`src/rtl/multdiv_unit.sv`:
```
// Iterative signed multiply (radix-2 Booth) / divide (non-restoring); result WIDTH+1 cycles after start, busy stalls decode.
// Build option MULTDIV_EARLY_DIV0_EN: divide-by-zero completes two cycles after start instead of the full iteration run.
module multdiv_unit #(
  parameter int WIDTH = 32,
  parameter int CNT_W = 6
) (
  input  logic             clock,
  input  logic             resetn,
  input  logic [WIDTH-1:0] data_operandA,
  input  logic [WIDTH-1:0] data_operandB,
  input  logic             ctrl_MULT,
  input  logic             ctrl_DIV,
  output logic [WIDTH-1:0] data_result,
  output logic             data_exception,
  output logic             data_resultRDY,
  output logic             busy
);

  typedef enum logic [1:0] {S_IDLE, S_MUL, S_DIV, S_DONE} state_t;

  localparam logic [CNT_W-1:0] LAST_IT = CNT_W'(WIDTH - 1);
  localparam logic [WIDTH-1:0] INT_MIN = {1'b1, {(WIDTH-1){1'b0}}};

  state_t             state_q, state_d;
  logic [CNT_W-1:0]   cnt_q, cnt_d;
  logic [WIDTH+1:0]   acc_q, acc_d;
  logic [WIDTH-1:0]   mq_q, mq_d;
  logic               qm1_q, qm1_d;
  logic [WIDTH-1:0]   opnd_q, opnd_d;
  logic               is_div_q, is_div_d;
  logic               neg_q, neg_d;
  logic               dexc_q, dexc_d;
  logic [WIDTH-1:0]   result_q, result_d;
  logic               exc_q, exc_d;
  logic               rdy_q, rdy_d;

  logic               start_mul, start_div;
  logic [WIDTH-1:0]   a_mag, b_mag, quot;
  logic [WIDTH+1:0]   booth_ext, div_ext, shifted, step_sum;
  logic [2*WIDTH-1:0] product;
  logic               mul_ovf;

  // Simultaneous start pulses are ignored entirely.
  assign start_mul = ctrl_MULT & ~ctrl_DIV;
  assign start_div = ctrl_DIV & ~ctrl_MULT;

  assign a_mag     = data_operandA[WIDTH-1] ? -data_operandA : data_operandA;
  assign b_mag     = data_operandB[WIDTH-1] ? -data_operandB : data_operandB;
  assign booth_ext = {{2{opnd_q[WIDTH-1]}}, opnd_q};
  assign div_ext   = {2'b00, opnd_q};
  assign shifted   = {acc_q[WIDTH:0], mq_q[WIDTH-1]};
  assign product   = {acc_q[WIDTH-1:0], mq_q};
  assign mul_ovf   = ~((&product[2*WIDTH-1:WIDTH-1]) | ~(|product[2*WIDTH-1:WIDTH-1]));
  assign quot      = neg_q ? -mq_q : mq_q;

  always_comb begin
    state_d  = state_q;
    cnt_d    = cnt_q;
    acc_d    = acc_q;
    mq_d     = mq_q;
    qm1_d    = qm1_q;
    opnd_d   = opnd_q;
    is_div_d = is_div_q;
    neg_d    = neg_q;
    dexc_d   = dexc_q;
    result_d = result_q;
    exc_d    = exc_q;
    rdy_d    = 1'b0;
    step_sum = acc_q;

    case (state_q)
      S_MUL: begin
        case ({mq_q[0], qm1_q})
          2'b01:   step_sum = acc_q + booth_ext;
          2'b10:   step_sum = acc_q - booth_ext;
          default: step_sum = acc_q;
        endcase
        acc_d = {step_sum[WIDTH+1], step_sum[WIDTH+1:1]};
        mq_d  = {step_sum[0], mq_q[WIDTH-1:1]};
        qm1_d = mq_q[0];
        cnt_d = cnt_q + CNT_W'(1);
        if (cnt_q == LAST_IT) state_d = S_DONE;
      end
      S_DIV: begin
        // Partial remainder sign picks add-back vs subtract; quotient bit is its complement.
        step_sum = acc_q[WIDTH+1] ? (shifted + div_ext) : (shifted - div_ext);
        acc_d    = step_sum;
        mq_d     = {mq_q[WIDTH-2:0], ~step_sum[WIDTH+1]};
        cnt_d    = cnt_q + CNT_W'(1);
`ifdef MULTDIV_EARLY_DIV0_EN
        if ((cnt_q == LAST_IT) || (opnd_q == '0)) state_d = S_DONE;
`else
        if (cnt_q == LAST_IT) state_d = S_DONE;
`endif
      end
      S_DONE: begin
        state_d = S_IDLE;
        rdy_d   = 1'b1;
        if (is_div_q) begin
          result_d = dexc_q ? '0 : quot;
          exc_d    = dexc_q;
        end else begin
          result_d = product[WIDTH-1:0];
          exc_d    = mul_ovf;
        end
      end
      default: ;
    endcase

    // A start in any state restarts; the aborted op never raises RDY.
    if (start_mul || start_div) begin
      state_d  = start_mul ? S_MUL : S_DIV;
      cnt_d    = '0;
      acc_d    = '0;
      qm1_d    = 1'b0;
      rdy_d    = 1'b0;
      result_d = result_q;
      exc_d    = exc_q;
      is_div_d = start_div;
      mq_d     = start_mul ? data_operandB : a_mag;
      opnd_d   = start_mul ? data_operandA : b_mag;
      neg_d    = data_operandA[WIDTH-1] ^ data_operandB[WIDTH-1];
      dexc_d   = (data_operandB == '0) ||
                 ((data_operandA == INT_MIN) && (data_operandB == '1));
    end
  end

  always_ff @(posedge clock or negedge resetn) begin
    if (!resetn) begin
      state_q  <= S_IDLE;
      cnt_q    <= '0;
      acc_q    <= '0;
      mq_q     <= '0;
      qm1_q    <= 1'b0;
      opnd_q   <= '0;
      is_div_q <= 1'b0;
      neg_q    <= 1'b0;
      dexc_q   <= 1'b0;
      result_q <= '0;
      exc_q    <= 1'b0;
      rdy_q    <= 1'b0;
    end else begin
      state_q  <= state_d;
      cnt_q    <= cnt_d;
      acc_q    <= acc_d;
      mq_q     <= mq_d;
      qm1_q    <= qm1_d;
      opnd_q   <= opnd_d;
      is_div_q <= is_div_d;
      neg_q    <= neg_d;
      dexc_q   <= dexc_d;
      result_q <= result_d;
      exc_q    <= exc_d;
      rdy_q    <= rdy_d;
    end
  end

  assign data_result    = result_q;
  assign data_exception = exc_q;
  assign data_resultRDY = rdy_q;
  assign busy           = (state_q != S_IDLE);

endmodule

```
`config.mk`:
```
export PLATFORM = sky130hd
export DESIGN_NAME = multdiv_unit
export DESIGN_NICKNAME = d
export VERILOG_FILES = /design/src/rtl/multdiv_unit.sv
export SDC_FILE = /design/constraint.sdc
export NUM_CORES = 1
export LEC_CHECK = 0
export ABC_AREA = 1
export BUFFER_PORTS_ARGS = -buffer_cell sky130_fd_sc_hd__buf_2
export CAP_MARGIN = 15
export CORE_UTILIZATION = 30
export DETAILED_ROUTE_END_ITERATION = 10
export PLACE_DENSITY = 0.48
export SYNTH_ARGS = -nofsm -noshare
export SYNTH_HDL_FRONTEND = slang
export SYNTH_SLANG_ARGS = --single-unit
```
`constraint.sdc`:
```
create_clock -name clock -period 4.3 [get_ports clock]
set_input_delay 0.215 -clock clock [delete_from_list [all_inputs] [get_ports clock]]
set_output_delay 0.215 -clock clock [all_outputs]
set_load 0.02 [all_outputs]
```
==> results of run 1 <==
[power by group through the flow]
stage | Sequential [mW] | Clock, mW | Combinational (mW)
CTS | 2.54 | 1.67 | 8.76
detailed placement | 2.56 | 0 | 8.70
global placement | 2.56 | 0 | 8.72
finish | 2.55 | 1.62 | 8.79
global route | 2.63 | 1.71 | 9.84
floorplan | 2.50 | 0 | 5.87
[worst max path at each step]
stage | end | startpoint | slack, ns | depth (start not counted)
floorplan | acc_q[31] | opnd_q[0] | 1.26 | 23
global placement | acc_q[25] | opnd_q[0] | 0.28 | 21
detailed placement | acc_q[25] | opnd_q[0] | 0.13 | 21
CTS | acc_q[25] | opnd_q[0] | 0.11 | 20
global route | acc_q[32] | opnd_q[0] | 0.007 | 27
finish | acc_q[25] | opnd_q[6] | 0.34 | 19
[metal layers]
layer	vias to the layer above	GRT usage	part of all wire
met5	-	0	0.00053
met3	104	0.04029	0.042
met1	8051	0.3116	0.45
li1	8693	-	-
met2	473	0.4197	0.47
met4	6	0.09732	0.035
[area by class of cell]
cell class,count,area share
multi-input cells,2013,0.6010
clock inverters,11,0.008806
flip-flops and latches,144,0.2079
clock buffers,20,0.02577
diodes,2,0.0002887
repair buffers,139,0.04627
inverters,284,0.06150
well taps,672,0.04851
[flip-flops by register name, indices dropped and copies added, names as in the netlist]
signal	flops
acc_q	34
data_result	32
mq_q	32
opnd_q	32
cnt_q	6
state_q	2
data_exception	1
data_resultRDY	1
dexc_q	1
is_div_q	1
neg_q	1
qm1_q	1
[cells in the final DEF (no fill, tap or decap), types with 4 or more instances in the layout]
master     Yosys  final
buf_4          0     34
o21ai_0      237    237
a211oi_1      28     28
nor2_4         4      7
nor2_2         8      9
o31ai_1        5      5
a22oi_1       29     29
o211ai_1      20     20
o22ai_1        6      6
clkbuf_16      0     17
o221ai_1      16     16
xnor2_1       14     14
nor3_1        42     42
ha_1          79     77
xor2_1        29     29
nor2_1       228    224
inv_2          6      6
nand3_2        4      4
nand4_1       39     39
o21a_1         5      5
dfrtp_1      144    144
a21o_1         6      6
inv_6          0      4
o21bai_1      10     10
inv_1        276    276
nor4_1        20     20
nor3_2         5      5
a32o_1         5      5
nand3b_1      12     12
a31oi_1        5      5
or2_2          7      7
nand2_1      694    694
nand3_1      215    215
o21ai_1        9      9
buf_2         15    101
nand4_2        5      5
a21oi_1      203    203
or2_0          4      4
[timing repair]
item | 4_1_cts | 5_1_grt
endpoints found under the hold margin | 87 | 0
hold buffers | 3 | 0
resized for setup | 0 | 3
setup endpoints to repair | 0 | 10
buffers inserted | 0 | 2
[worst max-delay path, cell delays in order (launching register included)]
cell     delay, ns
dfrtp_1       0.46
nor2_2        0.18
nand3_2       0.13
nor2_4        0.15
inv_2         0.07
nor3_4        0.28
nand2_2       0.12
xor2_1        0.17
o21ai_0       0.49
ha_1          0.41
a21oi_1       0.28
o21ai_0       0.24
a21o_1        0.21
nor2_1        0.20
nand2_1       0.08
nand2_1       0.06
nand3_1       0.11
nand2_1       0.10
nand3_1       0.06
nand2_1       0.09
[cells by family (layout without fill, tap and decap cells)]
logic type,count (synthesis),in the layout,synth area share
and+or+nand+nor,1295,1295,0.3642
DFF,144,144,0.2340
buffers and inverters,373,454,0.09221
xor gates and xnor gates,43,43,0.02445
adders and majority gates,81,81,0.06678
AOI/OAI and AO/OA,594,594,0.2184
other,0,2,0
[per-stage QoR]
stage	setup slack [ns]	utilization	power, mW	cells	area, um^2
after CTS	0.1097	0.3435	12.97	3281	17300
final	0.3377	0.3441	12.97	3285	17330
after detailed placement	0.1253	0.3310	11.26	3247	16670
after global placement	0.2782	0.3310	11.28	3247	16670
after global routing	0.007093	0.3440	14.19	3283	17330
after floorplan	1.256	-	8.368	2530	15400
==> run_summary.xml, run 1 <==
<?xml version="1.0" encoding="UTF-8"?>
<metrics>
  <group name="outcome">
    <metric name="status" unit="">complete, no violations</metric>
  </group>
  <group name="critical_path">
    <metric name="cp.required" unit="ns">4.73</metric>
    <metric name="end_kind" unit="">register</metric>
    <metric name="worst_path_max_fanout" unit="">6</metric>
    <metric name="r2r-start" unit="">opnd_q[6]</metric>
    <metric name="data_arrival_time_at_the_worst_slack_endpoint" unit="ns">4.39</metric>
    <metric name="r2r_end" unit="">acc_q[25]</metric>
    <metric name="worst_reg_to_reg_setup_slack" unit="ns">0.34</metric>
    <metric name="worst_path_class_setup" unit="">register to register</metric>
    <metric name="critical_path.startpoint_type" unit="">register</metric>
    <metric name="rr_worst_depth" unit="">19</metric>
  </group>
  <group name="timing">
    <metric name="max_slew.worst_pin.slew" unit="ns">0.8934</metric>
    <metric name="setup_violations" unit="">0</metric>
    <metric name="rsz0062_at_grt" unit="">false</metric>
    <metric name="clock_skew" unit="ns">0.008178</metric>
    <metric name="max-slew-margin-rel" unit="">0.3989</metric>
    <metric name="max_clock_freq" unit="MHz">252.4</metric>
    <metric name="final_hold_viol_count" unit="">0</metric>
    <metric name="period_minus_slack" unit="ns">3.962</metric>
    <metric name="max_slew_violation_count" unit="">0</metric>
    <metric name="totalNegativeSetupSlack" unit="ns">0</metric>
    <metric name="final_min_period_over_clock_period" unit="">0.9215</metric>
    <metric name="timing.hold.ws" unit="ns">0.03042</metric>
  </group>
  <group name="clock_network">
    <metric name="cts_made_buffers" unit="">17</metric>
    <metric name="clkSlewWorstSetupHoldPaths" unit="ns">0.07</metric>
    <metric name="tritoncts_num_sinks" unit="">144</metric>
    <metric name="cts_root_buf" unit="">clkbuf_16</metric>
    <metric name="clk_latency" unit="ns">0.49</metric>
    <metric name="clock_tree.buffer_depth" unit="">2</metric>
    <metric name="tritoncts" unit="">built</metric>
    <metric name="htree_num_levels" unit="">4</metric>
  </group>
  <group name="grt">
    <metric name="grt_pass1_vias" unit="">16880</metric>
    <metric name="groute.usage.overall" unit="">0.2474</metric>
    <metric name="grt-ovfl-total" unit="">0</metric>
    <metric name="grt_first_pass_wirelength" unit="mm">99.13</metric>
    <metric name="antenna_found_initial" unit="">4</metric>
    <metric name="largest_net_degree_at_the_start_of_global_routing" unit="">88</metric>
  </group>
  <group name="die">
    <metric name="initial_core_util" unit="">0.3057</metric>
    <metric name="boundaryPins" unit="">103</metric>
    <metric name="fp.dieArea" unit="um^2">52250</metric>
    <metric name="die_height" unit="um">228.6</metric>
    <metric name="fp.dieW" unit="um">228.6</metric>
    <metric name="core.rowCount" unit="">82</metric>
    <metric name="core" unit="um^2">50380</metric>
  </group>
  <group name="pwr">
    <metric name="sequentialPowerShare" unit="">0.197</metric>
    <metric name="power_switching_share" unit="">0.5710</metric>
    <metric name="switching_power" unit="mW">7.404</metric>
    <metric name="internal-power" unit="mW">5.564</metric>
    <metric name="clockPowerShare" unit="">0.125</metric>
    <metric name="share_comb_of_total_power" unit="">0.678</metric>
    <metric name="power.density_cell_area" unit="nW/um^2">748.1</metric>
    <metric name="total_leakage_power" unit="nW">8.339</metric>
    <metric name="vdd_ir_drop_max" unit="uV">388.3</metric>
  </group>
  <group name="finish">
    <metric name="syn2layout_area_growth" unit="%">12.55</metric>
    <metric name="fraction_of_final_layout_cells_sized_beyond_drive_strength_1" unit="">0.08502</metric>
    <metric name="design.final.nets" unit="">2748</metric>
    <metric name="layout.area.seq" unit="um^2">3603</metric>
    <metric name="layout.filler_cells" unit="">5619</metric>
    <metric name="multiInputGateArea" unit="um^2">10420</metric>
  </group>
  <group name="logic_synthesis">
    <metric name="netlist.top_cell.by_area" unit="">dfrtp_1</metric>
    <metric name="syn_inst" unit="">2530</metric>
    <metric name="ys_flop_type" unit="">dfrtp_1</metric>
    <metric name="synth.cell_area" unit="um^2">15400</metric>
    <metric name="yosys_warnings" unit="">0</metric>
    <metric name="post_synth_main_area_contributors" unit="">dfrtp_1, nand2_1, o21ai_0, nand3_1, inv_1</metric>
    <metric name="postSynthRegisterBits" unit="">144</metric>
    <metric name="syn_avg_cell_area" unit="um^2">6.087</metric>
    <metric name="asyncSetResetFlopFracSynth" unit="">1.000</metric>
    <metric name="synth-edff-count" unit="">0</metric>
    <metric name="ys_seq_area_frac" unit="">0.2340</metric>
    <metric name="top_post_synthesis_cells_by_count" unit="">nand2_1, inv_1, o21ai_0</metric>
    <metric name="post-synth-top-count-cell" unit="">nand2_1</metric>
    <metric name="post_synth_num_cell_types" unit="">48</metric>
    <metric name="netlist.area_leader.share" unit="">0.2340</metric>
    <metric name="syn_nets" unit="">2679</metric>
  </group>
  <group name="placed_design">
    <metric name="dp_hpwl" unit="mm">52.11</metric>
    <metric name="routabilityCongestion" unit="">0.9229</metric>
    <metric name="place.port_buffers" unit="">102</metric>
  </group>
  <group name="routing">
    <metric name="num_vias" unit="">17330</metric>
    <metric name="dr.first_iter.drc_count" unit="">1347</metric>
    <metric name="dr.pass1.iters" unit="">6</metric>
    <metric name="final_antenna_net_count" unit="">0</metric>
    <metric name="drc" unit="">0</metric>
    <metric name="wl_per_cell" unit="um">19.65</metric>
    <metric name="avgViaCountPerCell" unit="">5.275</metric>
    <metric name="wirelength" unit="mm">64.56</metric>
  </group>
  <group name="hold_path">
    <metric name="min_from" unit="">data_operandA[23]</metric>
    <metric name="timing.hold.worst.class" unit="">input pin to register</metric>
    <metric name="min_path_cells" unit="">3</metric>
    <metric name="hold-path-endpoint" unit="">opnd_q[23]</metric>
  </group>
  <group name="job">
    <metric name="max-cap-violations" unit="">0</metric>
  </group>
</metrics>
(Power assumes the default switching activity.)
==> inputs of run 2 (changes only) <==
CORE_ASPECT_RATIO = 0.75   (was unset)
==> run_summary.xml, run 2 (synthesis results as in run 1) <==
<?xml version="1.0" encoding="UTF-8"?>
<metrics>
  <group name="critical_path">
    <metric name="data_arrival_time_at_the_worst_slack_endpoint" unit="ns">4.29</metric>
    <metric name="cp.required" unit="ns">4.63</metric>
    <metric name="cp-startpoint" unit="">opnd_q[0]</metric>
    <metric name="worst_path_max_fanout" unit="">5</metric>
    <metric name="critical_path.startpoint_type" unit="">register</metric>
    <metric name="end_kind" unit="">register</metric>
    <metric name="r2r-start" unit="">opnd_q[0]</metric>
    <metric name="worst_path_class_setup" unit="">register to register</metric>
  </group>
  <group name="clock_network">
    <metric name="tritoncts_num_sinks" unit="">144</metric>
    <metric name="clkSlewWorstSetupHoldPaths" unit="ns">0.07</metric>
    <metric name="tritoncts" unit="">built</metric>
    <metric name="clock_tree.buffer_depth" unit="">2</metric>
    <metric name="clk_latency" unit="ns">0.45</metric>
    <metric name="htree_num_levels" unit="">4</metric>
    <metric name="cts_root_buf" unit="">clkbuf_16</metric>
    <metric name="cts_made_buffers" unit="">17</metric>
  </group>
  <group name="pwr">
    <metric name="total_leakage_power" unit="nW">8.358</metric>
    <metric name="finalPower" unit="mW">12.99</metric>
    <metric name="vdd_ir_drop_max" unit="uV">478.6</metric>
    <metric name="power.density_cell_area" unit="nW/um^2">748.5</metric>
  </group>
  <group name="timing">
    <metric name="period_minus_slack" unit="ns">3.960</metric>
    <metric name="max_slew.worst_pin.slew" unit="ns">1.134</metric>
    <metric name="max_clock_freq" unit="MHz">252.5</metric>
    <metric name="final_hold_viol_count" unit="">0</metric>
    <metric name="clock_skew" unit="ns">0.01655</metric>
    <metric name="max_slew_violation_count" unit="">0</metric>
    <metric name="final_min_period_over_clock_period" unit="">0.9210</metric>
    <metric name="max-slew-margin-rel" unit="">0.2369</metric>
    <metric name="setup_violations" unit="">0</metric>
  </group>
  <group name="finish">
    <metric name="mostFrequentLayoutCell" unit="">nand2_1</metric>
    <metric name="syn2layout_area_growth" unit="%">12.70</metric>
    <metric name="fraction_of_final_layout_cells_sized_beyond_drive_strength_1" unit="">0.09140</metric>
    <metric name="multiInputGateArea" unit="um^2">10450</metric>
    <metric name="layout.area.seq" unit="um^2">3603</metric>
    <metric name="largest_register_ffs" unit="">34</metric>
    <metric name="layout.filler_cells" unit="">5609</metric>
    <metric name="design.final.nets" unit="">2753</metric>
    <metric name="final_cell_area" unit="um^2">17360</metric>
    <metric name="layout_common_cells" unit="">nand2_1, inv_1, o21ai_0</metric>
    <metric name="post-route-util" unit="">0.3446</metric>
    <metric name="largest-register" unit="">acc_q</metric>
  </group>
  <group name="placed_design">
    <metric name="place.port_buffers" unit="">102</metric>
    <metric name="routabilityCongestion" unit="">0.9766</metric>
    <metric name="dpl_cell_area" unit="um^2">16720</metric>
    <metric name="dp_hpwl" unit="mm">53.41</metric>
  </group>
  <group name="hold_path">
    <metric name="timing.hold.worst.class" unit="">input pin to register</metric>
    <metric name="min_from" unit="">data_operandA[19]</metric>
  </group>
  <group name="outcome">
    <metric name="status" unit="">complete, no violations</metric>
  </group>
  <group name="grt">
    <metric name="grt_first_pass_wirelength" unit="mm">99.16</metric>
    <metric name="grt_pass1_vias" unit="">16000</metric>
    <metric name="antenna_found_initial" unit="">2</metric>
    <metric name="grt-ovfl-total" unit="">0</metric>
    <metric name="largest_net_degree_at_the_start_of_global_routing" unit="">89</metric>
    <metric name="groute.usage.overall" unit="">0.2491</metric>
  </group>
  <group name="die">
    <metric name="boundaryPins" unit="">103</metric>
    <metric name="core" unit="um^2">50370</metric>
    <metric name="fp.dieArea" unit="um^2">52260</metric>
    <metric name="core.rowCount" unit="">71</metric>
    <metric name="die_height" unit="um">198.2</metric>
    <metric name="fp.dieW" unit="um">263.6</metric>
    <metric name="initial_core_util" unit="">0.3058</metric>
  </group>
  <group name="routing">
    <metric name="num_vias" unit="">17780</metric>
    <metric name="dr.pass1.iters" unit="">5</metric>
    <metric name="wirelength" unit="mm">65.58</metric>
    <metric name="wl_per_cell" unit="um">20.03</metric>
    <metric name="drc" unit="">0</metric>
    <metric name="final_antenna_net_count" unit="">0</metric>
    <metric name="dr.first_iter.drc_count" unit="">1811</metric>
    <metric name="avgViaCountPerCell" unit="">5.430</metric>
  </group>
  <group name="job">
    <metric name="max-cap-violations" unit="">0</metric>
  </group>
</metrics>
-- run 2: report_power, final --
part           leakage [nW]  internal (mW)  switching [mW]
sequential             1.77           1.87           0.683
combinational          6.31           2.81            6.10
clock                 0.276          0.850           0.681
-- run 2: worst max-delay path, stage by stage, from the launching register on --
cell and delay [ns]:
dfrtp_1 0.42, inv_1 0.12, ha_1 0.22, nand4_1 0.26
nor2_4 0.25, buf_4 0.14, nand4_1 0.17, nand2_1 0.10
inv_1 0.06, o31ai_2 0.33, ha_1 0.37, a21oi_1 0.22
a21boi_0 0.33, nand2_1 0.12, a21oi_1 0.19, nand2_1 0.07
nand2_1 0.07, nand3_2 0.17, nand3_1 0.16, nand2_1 0.06
-- run 2: path summary, 6_finish.rpt --
kind                                    to  slack (ns)  cells past startpoint
setup reg to reg                 acc_q[33]        0.34                     19
max in group asynchronous       opnd_q[18]        2.85                      3
setup / recovery                 acc_q[33]        0.34                     19
min in group asynchronous  data_result[31]        0.36                      2
hold reg to reg                   cnt_q[5]        0.46                      1
hold / removal                  opnd_q[19]        0.05                      3
-- run 2: cell type report --
| type | instances | share of cell area |
|---|---|---|
| clock inverter | 13 | 0.008002 |
| antenna | 2 | 0.0002884 |
| multi-input combinational | 2013 | 0.6020 |
| tap | 657 | 0.04736 |
| timing repair buffer | 144 | 0.04880 |
| sequential | 144 | 0.2076 |
| inverter | 284 | 0.06142 |
| clock buffer | 17 | 0.02451 |
-- run 2: per-stage QoR --
stage          instances  setup WS [ns]  hold WS [ns]  setup TNS, ns
6_report            3274         0.3399       0.05498              0
5_1_grt             3272      -0.008439       0.03932      -0.008439
4_1_cts             3270         0.1356       0.03944              0
3_5_place_dp        3239         0.1689        0.3915              0
3_3_place_gp        3239         0.2511        0.3942              0
2_1_floorplan       2530          1.256      -0.08059              0
-- run 2: timing repair --
item	CTS	global route
setup endpoints to repair	0	9
setup buffers	0	2
hold buffers	1	0
hold endpoints to repair	86	0
resized for setup	0	14
-- run 2: per-layer routing --
metal / track usage / vias to the layer above / wire (um)
li1: - / 8699 / -
met1: 0.4107 / 8384 / 34760
met2: 0.3279 / 656 / 24850
met3: 0.04067 / 38 / 5324
met4: 0.03899 / 2 / 633
met5: 0 / - / 7
==> inputs of run 3 (changes only) <==
ABC_AREA = unset   (was 1)
==> run_summary.xml, run 3 <==
<?xml version="1.0" encoding="UTF-8"?>
<metrics>
  <group name="placed_design">
    <metric name="dpl_cell_area" unit="um^2">16420</metric>
    <metric name="place.port_buffers" unit="">102</metric>
    <metric name="place_inst" unit="">2648</metric>
    <metric name="dp_hpwl" unit="mm">42.74</metric>
    <metric name="routabilityCongestion" unit="">0.9447</metric>
    <metric name="place_worst_setup_slack" unit="ns">-0.6095</metric>
  </group>
  <group name="critical_path">
    <metric name="data_arrival_time_at_the_worst_slack_endpoint" unit="ns">5.24</metric>
    <metric name="critPathBufInv" unit="">2</metric>
    <metric name="worst_reg_to_reg_setup_slack" unit="ns">-0.54</metric>
    <metric name="end_kind" unit="">register</metric>
    <metric name="worst_path_max_fanout" unit="">4</metric>
    <metric name="critical-path-slowest-cell" unit="">or4b_4</metric>
    <metric name="r2r_end" unit="">acc_q[33]</metric>
    <metric name="cp.required" unit="ns">4.69</metric>
    <metric name="timing.critical_path.max_delay_family" unit="">simple AND/OR/NAND/NOR gates</metric>
    <metric name="critical_path.startpoint_type" unit="">register</metric>
    <metric name="worst_path_class_setup" unit="">register to register</metric>
    <metric name="critical_path.cell_chain" unit="">inv_1 -&gt; ha_2 -&gt; or4b_4 -&gt; or2_4 -&gt; nor4b_4 -&gt; nor3b_4 -&gt; nand3b_1 -&gt; nor3b_2 -&gt; nor2_1 -&gt; xnor2_1 -&gt; ha_1 -&gt; buf_6 -&gt; o21a_1 -&gt; nor2_2 -&gt; nor2_1 -&gt; a221o_1 -&gt; or3_1 -&gt; mux2i_1 -&gt; a211o_1 -&gt; mux2i_1 -&gt; o211a_1</metric>
    <metric name="critPathMaxStageDelay" unit="ns">0.47</metric>
    <metric name="r2r-start" unit="">opnd_q[0]</metric>
    <metric name="rr_worst_depth" unit="">21</metric>
  </group>
  <group name="logic_synthesis">
    <metric name="asyncSetResetFlopFracSynth" unit="">1.000</metric>
    <metric name="ys_seq_area_frac" unit="">0.2566</metric>
    <metric name="post_synth_num_cell_types" unit="">73</metric>
    <metric name="ys_flop_type" unit="">dfrtp_1</metric>
    <metric name="syn_avg_cell_area" unit="um^2">7.612</metric>
    <metric name="syn_inst" unit="">1845</metric>
    <metric name="post_synth_main_area_contributors" unit="">dfrtp_1, xor2_1, ha_1, o21ai_0, nand2_1</metric>
    <metric name="top_post_synthesis_cells_by_count" unit="">nand2_1, o21ai_0, nor2_1</metric>
    <metric name="netlist.area_leader.share" unit="">0.2566</metric>
    <metric name="yosys_warnings" unit="">0</metric>
    <metric name="synth-edff-count" unit="">0</metric>
    <metric name="post-synth-top-count-cell" unit="">nand2_1</metric>
    <metric name="netlist.top_cell.by_area" unit="">dfrtp_1</metric>
    <metric name="synth.cell_area" unit="um^2">14040</metric>
    <metric name="postSynthRegisterBits" unit="">144</metric>
    <metric name="syn_nets" unit="">1994</metric>
  </group>
  <group name="die">
    <metric name="boundaryPins" unit="">103</metric>
    <metric name="die_height" unit="um">189.4</metric>
    <metric name="fp.dieW" unit="um">251.8</metric>
    <metric name="core" unit="um^2">46110</metric>
    <metric name="core.rowCount" unit="">68</metric>
    <metric name="fp.dieArea" unit="um^2">47690</metric>
    <metric name="initial_core_util" unit="">0.3046</metric>
  </group>
  <group name="routing">
    <metric name="drc" unit="">0</metric>
    <metric name="avgViaCountPerCell" unit="">5.426</metric>
    <metric name="dr.pass1.iters" unit="">6</metric>
    <metric name="dr.first_iter.drc_count" unit="">1335</metric>
    <metric name="wl_per_cell" unit="um">20.30</metric>
    <metric name="num_vias" unit="">14660</metric>
    <metric name="final_antenna_net_count" unit="">0</metric>
    <metric name="wirelength" unit="mm">54.84</metric>
  </group>
  <group name="outcome">
    <metric name="status" unit="">finished, violations left</metric>
    <metric name="failing_checks" unit="">setup timing</metric>
  </group>
  <group name="finish">
    <metric name="fraction_of_final_layout_cells_sized_beyond_drive_strength_1" unit="">0.2268</metric>
    <metric name="mostFrequentLayoutCell" unit="">nand2_1</metric>
    <metric name="final_cell_count_no_fill" unit="">2702</metric>
    <metric name="largest-register" unit="">acc_q</metric>
    <metric name="layout.filler_cells" unit="">4837</metric>
    <metric name="syn2layout_area_growth" unit="%">26.74</metric>
    <metric name="antenna_cells_inserted" unit="">0</metric>
    <metric name="post-route-util" unit="">0.3860</metric>
    <metric name="final_cell_area" unit="um^2">17800</metric>
    <metric name="design.final.nets" unit="">2208</metric>
    <metric name="layout_common_cells" unit="">nand2_1, buf_4, o21ai_0</metric>
    <metric name="largest_register_ffs" unit="">34</metric>
  </group>
  <group name="clock_network">
    <metric name="htree_num_levels" unit="">4</metric>
    <metric name="clk_latency" unit="ns">0.46</metric>
    <metric name="clock_tree.buffer_depth" unit="">2</metric>
    <metric name="tritoncts_num_sinks" unit="">144</metric>
    <metric name="tritoncts" unit="">built</metric>
    <metric name="clkSlewWorstSetupHoldPaths" unit="ns">0.07</metric>
    <metric name="cts_root_buf" unit="">clkbuf_16</metric>
    <metric name="cts_made_buffers" unit="">17</metric>
  </group>
  <group name="hold_path">
    <metric name="min_path_cells" unit="">3</metric>
    <metric name="min_from" unit="">data_operandA[30]</metric>
    <metric name="timing.hold.worst.class" unit="">input pin to register</metric>
    <metric name="hold-path-endpoint" unit="">opnd_q[30]</metric>
  </group>
  <group name="grt">
    <metric name="antenna_found_initial" unit="">0</metric>
    <metric name="largest_net_degree_at_the_start_of_global_routing" unit="">65</metric>
    <metric name="grt-ovfl-total" unit="">0</metric>
    <metric name="grt_pass1_vias" unit="">13840</metric>
    <metric name="grt_first_pass_wirelength" unit="mm">84.74</metric>
    <metric name="groute.usage.overall" unit="">0.2313</metric>
  </group>
  <group name="timing">
    <metric name="final_min_period_over_clock_period" unit="">1.126</metric>
    <metric name="final_hold_viol_count" unit="">0</metric>
    <metric name="max_clock_freq" unit="MHz">206.5</metric>
    <metric name="timing.hold.ws" unit="ns">0.1106</metric>
    <metric name="clock_skew" unit="ns">0.007777</metric>
    <metric name="max-slew-margin-rel" unit="">0.3827</metric>
    <metric name="layout_setup_ws" unit="ns">-0.5418</metric>
    <metric name="max_slew.worst_pin.slew" unit="ns">0.9237</metric>
    <metric name="max_slew_violation_count" unit="">0</metric>
    <metric name="period_minus_slack" unit="ns">4.842</metric>
    <metric name="rsz0062_at_grt" unit="">true</metric>
    <metric name="totalNegativeSetupSlack" unit="ns">-2.428</metric>
    <metric name="setup_violations" unit="">9</metric>
  </group>
  <group name="pwr">
    <metric name="power.density_cell_area" unit="nW/um^2">873.9</metric>
    <metric name="sequentialPowerShare" unit="">0.169</metric>
    <metric name="clockPowerShare" unit="">0.100</metric>
    <metric name="total_leakage_power" unit="nW">7.663</metric>
    <metric name="vdd_ir_drop_max" unit="uV">573.5</metric>
    <metric name="finalPower" unit="mW">15.56</metric>
    <metric name="switching_power" unit="mW">7.748</metric>
    <metric name="share_comb_of_total_power" unit="">0.731</metric>
    <metric name="power_switching_share" unit="">0.4981</metric>
    <metric name="internal-power" unit="mW">7.808</metric>
  </group>
  <group name="job">
    <metric name="max-cap-violations" unit="">0</metric>
  </group>
</metrics>
run 3: cell count changes after synthesis, sizes merged, moves of 43 or more:
cell | before | now
mux2i | 0 | 48
nor2 | 240 | 189
clkbuf | 64 | 107
inv | 282 | 42
a21oi | 206 | 140
xnor2 | 14 | 92
nand2 | 697 | 217
nand3 | 219 | 23
o21ai | 248 | 196
xor2 | 29 | 113
run 3: worst min-delay path: cells and delay by family:
family / cells / cell delay, ns
AOI/OAI and AO/OA: 2 / 0.18
buffers and inverters: 1 / 0.13
run 3: power by group through the flow:
stage / Clock, mW / Sequential, mW / Combinational, mW
after floorplan: 0 / 2.40 / 6.07
after global placement: 0 / 2.61 / 10.0
after detailed placement: 0 / 2.61 / 10.0
after CTS: 1.57 / 2.59 / 10.5
after global routing: 1.62 / 2.69 / 12.4
final: 1.55 / 2.63 / 11.4
run 3: worst max-delay path by stage:
stage / from / endpoint / slack (ns) / cells past startpoint
floorplan: opnd_q[6] / acc_q[33] / -0.42 / 20
global placement: opnd_q[1] / mq_q[0] / -0.50 / 21
detailed placement: opnd_q[1] / acc_q[33] / -0.61 / 19
CTS: opnd_q[1] / acc_q[33] / -0.48 / 20
global route: opnd_q[0] / acc_q[33] / -0.82 / 21
finish: opnd_q[0] / acc_q[33] / -0.54 / 21
run 3: what timing repair did:
action / in CTS / in global routing
buffers inserted: 8 / 15
hold buffers: 1 / 0
cloned: 0 / 0
resized for setup: 53 / 73
hold endpoints to repair: 62 / 0
endpoints found under the setup margin: 17 / 22
pin swaps: 28 / 41
run 3: cell type report:
class | instances | area (um^2) | area share
well taps | 630 | 788.3 | 0.04428
flip-flops and latches | 144 | 3603 | 0.2024
clock buffers | 17 | 425.4 | 0.02390
repair buffers | 320 | 2215 | 0.1244
clock inverters | 15 | 171.4 | 0.009630
multi-input cells | 1533 | 10440 | 0.5863
inverters | 43 | 161.4 | 0.009067
run 3: cells by family after synthesis:
| logic type | Yosys count | synth area share |
|---|---|---|
| flip-flops | 144 | 0.2566 |
| buffers and inverters | 168 | 0.04597 |
| AO/OA/AOI/OAI | 564 | 0.2454 |
| multiplexers | 53 | 0.03822 |
| AND/OR/NAND/NOR | 630 | 0.2127 |
| XOR/XNOR | 205 | 0.1278 |
| adder cells (fa/ha/maj) | 81 | 0.07323 |
run 3: layer usage:
metal	vias up	global-route usage	routed length, um
met4	0	0.04662	592
met2	444	0.3271	22490
met5	-	0	0
met3	33	0.05389	3977
met1	7115	0.3509	27780
li1	7068	-	-
